<file path="src/rtl/i2c_pkg.sv">
// i2c_pkg: shared command codes, FSM states and quarter indices for the I2C byte engine
package i2c_pkg;
  localparam logic [1:0] CMD_START = 2'b00;
  localparam logic [1:0] CMD_STOP  = 2'b01;
  localparam logic [1:0] CMD_WRITE = 2'b10;
  localparam logic [1:0] CMD_READ  = 2'b11;
  localparam logic [1:0] Q0 = 2'd0;
  localparam logic [1:0] Q1 = 2'd1;
  localparam logic [1:0] Q2 = 2'd2;
  localparam logic [1:0] Q3 = 2'd3;
  typedef enum logic [2:0] {S_IDLE, S_START, S_STOP, S_WRITE, S_READ} state_t;
  function automatic state_t to_state(input logic [1:0] c);
    return (c == CMD_START) ? S_START : (c == CMD_STOP) ? S_STOP : (c == CMD_WRITE) ? S_WRITE : S_READ;
  endfunction
endpackage

</file>
<file path="src/rtl/i2c_sync.sv">
// i2c_sync: two-flop synchronizer for an asynchronous pad input, resetting to the released level
module i2c_sync (
  input  logic clk,
  input  logic rst_n,
  input  logic d,
  output logic q
);
  logic meta;
  // shift the pad level through two flops
  always_ff @(posedge clk)
    if (!rst_n) {q, meta} <= 2'b11;
    else {q, meta} <= {meta, d};
endmodule

</file>
<file path="src/rtl/i2c_byte_ctrl.sv">
// i2c_byte_ctrl: byte-level I2C master stepping SCL/SDA one quarter period per I2C_CLK tick
module i2c_byte_ctrl
  import i2c_pkg::*;
(
  input  logic       PLL_CLK,
  input  logic       RESETn,
  input  logic       I2C_CLK,
  input  logic       CMD_VALID,
  output logic       CMD_READY,
  input  logic [1:0] CMD,
  input  logic [7:0] TX_DATA,
  input  logic       TX_ACK,
  output logic [7:0] RX_DATA,
  output logic       RX_ACK,
  output logic       BUSY,
  output logic       DONE,
  input  logic       SDA_I,
  output logic       SCL_OEN,
  output logic       SDA_OEN
);
  state_t     state, state_n;
  logic [1:0] q, q_n;
  logic [3:0] bit_cnt, bit_n;
  logic [7:0] shreg, shreg_n, rx_n;
  logic       ack, ack_n, scl_n, sda_n, rx_ack_n, busy_n, done_n, ready_n;
  logic       sda_s, last;

  i2c_sync u_sync (.clk(PLL_CLK), .rst_n(RESETn), .d(SDA_I), .q(sda_s));

  // state, counters, shift register and registered bus outputs
  always_ff @(posedge PLL_CLK)
    if (!RESETn) begin
      state     <= S_IDLE;
      q         <= Q0;
      bit_cnt   <= '0;
      shreg     <= '0;
      ack       <= 1'b1;
      SCL_OEN   <= 1'b1;
      SDA_OEN   <= 1'b1;
      RX_DATA   <= '0;
      RX_ACK    <= 1'b1;
      BUSY      <= 1'b0;
      DONE      <= 1'b0;
      CMD_READY <= 1'b1;
    end else begin
      state     <= state_n;
      q         <= q_n;
      bit_cnt   <= bit_n;
      shreg     <= shreg_n;
      ack       <= ack_n;
      SCL_OEN   <= scl_n;
      SDA_OEN   <= sda_n;
      RX_DATA   <= rx_n;
      RX_ACK    <= rx_ack_n;
      BUSY      <= busy_n;
      DONE      <= done_n;
      CMD_READY <= ready_n;
    end

  // accept commands in IDLE, otherwise apply quarter q levels on each tick
  always_comb begin
    state_n  = state;
    q_n      = q;
    bit_n    = bit_cnt;
    shreg_n  = shreg;
    ack_n    = ack;
    scl_n    = SCL_OEN;
    sda_n    = SDA_OEN;
    rx_n     = RX_DATA;
    rx_ack_n = RX_ACK;
    busy_n   = BUSY;
    ready_n  = CMD_READY;
    done_n   = 1'b0;
    last     = (state == S_START) || (state == S_STOP) || bit_cnt[3];
    if (state == S_IDLE) begin
      if (CMD_VALID) begin
        state_n = to_state(CMD);
        shreg_n = TX_DATA;
        ack_n   = TX_ACK;
        q_n     = Q0;
        bit_n   = '0;
        busy_n  = 1'b1;
        ready_n = 1'b0;
      end
    end else if (I2C_CLK) begin
      q_n   = q + 2'd1;
      scl_n = (state == S_START) ? ((q == Q0) ? SCL_OEN : (q != Q3)) :
              (state == S_STOP)  ? (q != Q0) : ((q == Q1) || (q == Q2));
      sda_n = (state == S_START) ? ((q == Q0) || (q == Q1)) :
              (state == S_STOP)  ? (q == Q3) :
              (state == S_WRITE) ? (bit_cnt[3] | shreg[7]) : (!bit_cnt[3] | ack);
      if (q == Q2 && state == S_WRITE && bit_cnt[3]) rx_ack_n = sda_s;
      if (q == Q2 && state == S_READ && !bit_cnt[3]) rx_n = {RX_DATA[6:0], sda_s};
      if (q == Q3 && last) begin
        state_n = S_IDLE;
        done_n  = 1'b1;
        busy_n  = 1'b0;
        ready_n = 1'b1;
      end else if (q == Q3) begin
        bit_n   = bit_cnt + 4'd1;
        shreg_n = {shreg[6:0], 1'b0};
      end
    end
  end
endmodule

</file>
<file path="config.mk">
export PLATFORM = sky130hd
export DESIGN_NAME = i2c_byte_ctrl
export DESIGN_NICKNAME = d
export VERILOG_FILES = /design/src/rtl/i2c_pkg.sv /design/src/rtl/i2c_sync.sv /design/src/rtl/i2c_byte_ctrl.sv
export SDC_FILE = /design/constraint.sdc
export NUM_CORES = 1
export LEC_CHECK = 0
export BUFFER_PORTS_ARGS = -buffer_cell sky130_fd_sc_hd__buf_2
export CORE_UTILIZATION = 55
export DETAILED_ROUTE_END_ITERATION = 6
export HOLD_SLACK_MARGIN = 0.02
export PLACE_DENSITY_LB_ADDON = 0.15
export SYNTH_ARGS = -nofsm -noshare
export SYNTH_HDL_FRONTEND = slang
export SYNTH_SLANG_ARGS = --single-unit
</file>
<file path="constraint.sdc">
create_clock -name PLL_CLK -period 1.7 [get_ports PLL_CLK]
set_input_delay 0.34 -clock PLL_CLK [delete_from_list [all_inputs] [get_ports PLL_CLK]]
set_output_delay 0.34 -clock PLL_CLK [all_outputs]
set_load 0.005 [all_outputs]
</file>
== Word-level counts from Yosys, hierarchy flattened ==
Index checks and enable logic that the tools add are counted.

* Register bits: 34
* Word-level logic and storage cells: 95

* Add/sub/neg operators: 2
* Equal/unequal tests: 13
* Mux-type cells: 35
* Bitwise operators: 5
* Reduce and logical (&&, ||, !) cells: 26

{| class="wikitable"
|+ Operators by type and width
! kind !! count
|-
| 2-to-1 mux 8 bit || 5
|-
| 2-to-1 mux 3 bit || 7
|-
| 2-to-1 mux 4 bit || 5
|-
| 2-to-1 mux 1 bit || 15
|-
| AND reduction 3 bit || 4
|-
| inequality test 2 bit, second input constant || 4
|-
| nonzero test 2 bit || 4
|-
| equality test 2 bit, second input constant || 3
|-
| equality test 3 x 2 -> 1 bit, second input constant || 2
|-
| 2-to-1 mux 2 bit || 3
|-
| AND reduction 2 bit || 3
|-
| logical AND 1 bit || 5
|-
| adder 4 x 1 -> 4 bit, second input constant || 1
|-
| equality test 2 x 1 -> 1 bit, second input constant || 2
|-
| logical NOT 2 bit || 2
|-
| logical OR 1 bit || 4
|-
| AND reduction 4 bit || 1
|-
| equality test 3 x 1 -> 1 bit, second input constant || 1
|-
| equality test 3 bit, second input constant || 1
|-
| logical NOT 3 bit || 1
|-
| inverter 1 bit || 3
|-
| OR reduction 3 bit || 1
|-
| adder 2 x 1 -> 2 bit, second input constant || 1
|-
| bitwise OR 1 bit || 2
|-
| logical NOT 1 bit || 1
|}

== Longest topological paths before layout ==
* Depth in word-level cells: 7
* Depth in mapped cells: 6

== By module ==
A second synthesis with hierarchy kept.

* Cell total of the unflattened synthesis: 182
* Area total of the unflattened synthesis: 1612.8 sq um

{| class="wikitable"
|+ By module, submodules not included
! module !! instances !! cells each !! area an instance (sq um)
|-
| i2c_byte_ctrl || 1 || 178 || 1560.2
|-
| i2c_sync || 1 || 4 || 52.6
|}

== Worst setup path before layout ==
No wires, ideal clock.

* Kind: register -> register
* Start: reg state[0]
* End: reg CMD_READY
* Setup time: 120 ps
* Arrival: 1357 ps
* Data required time: 1580 ps
* Setup slack: 224 ps
* Cell stages (with the launch flop): 5
* Path buffers: 2
* Path through: dfxtp_1 buf_6 or4b_1 buf_2 a211o_1

* Word-level cells in the longest chain between the ends: 6
* Elaborated cells between the ends (all ways): 11
* Those cells by class: eq/ne: 3; mux: 1; reduce/logical: 7

{| class="wikitable"
|+ RTL lines
! what !! RTL line !! RTL
|-
| start: declaration || i2c_byte_ctrl.sv:21 || <nowiki>state_t state, state_n;</nowiki>
|-
| start signal: assignment || i2c_byte_ctrl.sv:46 || <nowiki>state <= state_n;</nowiki>
|-
| equality test 3 x 1 -> 1 bit / equality test 3 x 2 -> 1 bit (equally long branches) || i2c_byte_ctrl.sv:74 || <nowiki>last = (state == S_START) || (state == S_STOP) || bit_cnt[3];</nowiki>
|-
| logical OR 1 bit (2 in series) || i2c_byte_ctrl.sv:74 ||
|-
| logical AND 1 bit || i2c_byte_ctrl.sv:94 || <nowiki>if (q == Q3 && last) begin</nowiki>
|-
| nonzero test 2 bit (no source line) || -- ||
|-
| AND reduction 3 bit (no source line) || -- ||
|-
| end signal: assignment || i2c_byte_ctrl.sv:57 || <nowiki>CMD_READY <= ready_n;</nowiki>
|-
| end: declaration || i2c_byte_ctrl.sv:9 || <nowiki>output logic CMD_READY,</nowiki>
|}

Parallel ways exist; a longest one is shown, timed or not.
A chain may end at the register's enable or synchronous reset.

== Final worst setup path ==
* Start: reg state[2]
* End: reg CMD_READY

The elaborated chain is that of the path after synthesis.

==> impl_metrics.toml <==
[outcome]
status = "complete, no violations"

[synth]
yosys-top-cells-count = "34 x dfxtp_1, 17 x nand3_1, 13 x a21oi_1, 12 x o21ai_0, 10 x nand2_1"
synth.avg_cell_area_um2 = 9.520
synth_most_common_cell = "dfxtp_1"
yosys.area.top_type = "dfxtp_1"
async_reset_ff_share_pct = 0
synth_edf_count = 0
syn-cell-area_um2 = 1752
yosysSeqAreaShare_pct = 38.86
syn_inst = 184
yosysUniqueCellTypes = 47
synth_warnings = 0
syn_nets = 208
ys_seq_elements = 34
synth_area_leaders = "dfxtp_1 39%, a221oi_2 6.0%, ha_1 5.7%"
ys.flop_type = "dfxtp_1"
synth_top_cell_area_share_pct = 38.86

[timing]
finClkSkew_ns = 0.007203
maxSlewHeadroom_pct = 67.13
drv_slew = 0
setup-tns-final_ns = 0
finalCriticalPeriod_ns = 1.616
max_freq_mhz = 618.9
finalCritPeriodShare_pct = 95.05
whs_ns = 0.1691
rsz0062_at_grt = "false"
worstMarginPinSlew_ns = 0.4914
setup_viol_count_final = 0
hold_viol = 0

[clock_network]
cts_tree = "built"
cts_inserted_buffers = 5
clkSinkCount = 34
path_clk_slew_ns = 0.11
cts_max_path_buffers = 2
clockRootBuffer = "clkbuf_4"
cts_hold_buf = 0
post_cts_buffers = 0
cts.repair.resized = 0
h-tree-depth = 2
clock_latency_ns = 0.34

[power_and_ir_drop]
cellLeakagePower_nw = 0.8652
power_density_nw_per_um2 = 907.6
ir_worst_vdd_v = 0.0006177

[setup_path]
crit_type = "reg2reg"
crit_required_ns = 1.94
start_kind = "register"
crit_path_end = "CMD_READY"
critPathCaptureType = "register"
crit_path_start = "state[2]"
worstPathMaxFanout = 8
r2r-end = "CMD_READY"
crit_arrival_ns = 1.85
r2r_start = "state[2]"
rr_worst_depth = 4
rrSetupSlack_ns = 0.08

[route]
via_per_inst = 5.665
dr.first_iter.drc_count = 43
drc = 0
ant_nets = 0
dr.pass1.iters = 4
routed_wl_um = 3659
wl_per_cell_um = 13.91
via_count = 1490

[global_routing]
grt_util_all_layers_pct = 23.64
grt_pass1_vias = 1438
grt-ovfl-total = 0
grt_start_max_net_pins = 16
grt_first_pass_wirelength_um = 6216
antenna_found_initial = 0

[final_layout]
areaGrowthSynthToFinish_pct = 16.71
diodes = 0
drive_gt1_share_pct = 30.14
final_util_pct = 67.52
nNetsFinal = 242

[floorplan]
die_y_um = 58.44
initial_utilization_pct = 57.85
io_pins = 30
coreArea_um2 = 3028
rows = 20
die_area_um2 = 3415
die_w_um = 58.44

[flow_run]
max_cap_violations = 0

[place]
place_congestion = 0.8032
dp_hpwl_um = 2692
io_buffer_count = 29

[worst_hold_path]
worstHoldPathType = "in2reg"
layout by cell type (no fill, tap or decap), types with 2 or more instances in the layout:
cell	count
or3_1	3
inv_1	8
a21oi_1	13
clkbuf_1	2
o22ai_1	2
o211ai_1	3
nand3_1	17
nor2_1	8
nand2b_1	4
mux2i_1	8
buf_2	29
ha_1	8
o21ai_1	2
nand2_1	10
o2111ai_1	2
or4b_4	2
dfxtp_1	33
buf_4	13
o21ai_0	12
clkbuf_4	5
a221oi_2	7
layout make-up:
cell class	count	area, um^2
Clock buffer	7	45.04
Multi-Input combinational cell	127	959.7
Fill cell	261	983.4
Inverter	8	30.03
Sequential cell	34	681.9
Tap cell	44	55.05
Clock inverter	1	30.03
Timing Repair Buffer	42	242.7
critical path, stage by stage (launching register included):
cell and delay [ns]:
dfxtp_1 0.38, buf_4 0.18, or3_1 0.42, o2111a_1 0.24
a211o_1 0.29
per-layer routing:
metal  share of wire [%]  GRT usage, %  up-vias  wire length [um]
li1                    -             -      740                 -
met4                0.79         6.122        0                29
met1                  43         26.80      711              1568
met5                   0             0        -                 0
met3                 3.6         6.154        2               133
met2                  53         43.84       37              1927
through the flow:
stage                     power [mW]  cell area [um^2]  cells  worst slack (ns)
after global routing           1.927              2044    263          0.008997
after global placement         1.263              1958    255           0.06763
after detailed placement       1.279              1958    255           0.02065
after CTS                      1.855              2033    263          0.002183
final                          1.856              2044    263           0.08417
after floorplan                1.184              1752    184            0.2237
kinds of logic (layout without fill, tap and decap cells):
family,Yosys count,after routing,synth area share (%)
buffers and inverters,23,58,6.928
and+or+nand+nor,56,56,19.50
AOI/OAI and AO/OA,54,54,23.93
adders and majority gates,8,8,5.715
xor gates and xnor gates,1,1,0.5001
muxes,8,8,4.572
DFF,34,34,38.86
power by group:
| group | internal [mW] | total (mW) | switching, mW |
|---|---|---|---|
| sequential | 0.850 | 0.897 | 0.0470 |
| clock | 0.312 | 0.590 | 0.278 |
| combinational | 0.170 | 0.369 | 0.199 |
state kept, by name, indices dropped and copies added, names as in the netlist:
signal and cells:
shreg 8, SDA_OEN 1, u_sync.q 1, bit_cnt 4, ack 1, DONE 1
CMD_READY 1, q 2, RX_DATA 8, SCL_OEN 1, u_sync.meta 1, RX_ACK 1
state 3, BUSY 1
how the worst min path moves through the flow:
stage | from | to | slack (ns) | cells after the start
after floorplan | u_sync.meta | u_sync.q | 0.39 | 1
after global placement | u_sync.meta | u_sync.q | 0.39 | 1
after detailed placement | u_sync.meta | u_sync.q | 0.40 | 1
after CTS | SDA_I | u_sync.meta | 0.16 | 2
after global routing | SDA_I | u_sync.meta | 0.16 | 2
final | SDA_I | u_sync.meta | 0.17 | 2
Power figures use the tool's default switching activity.
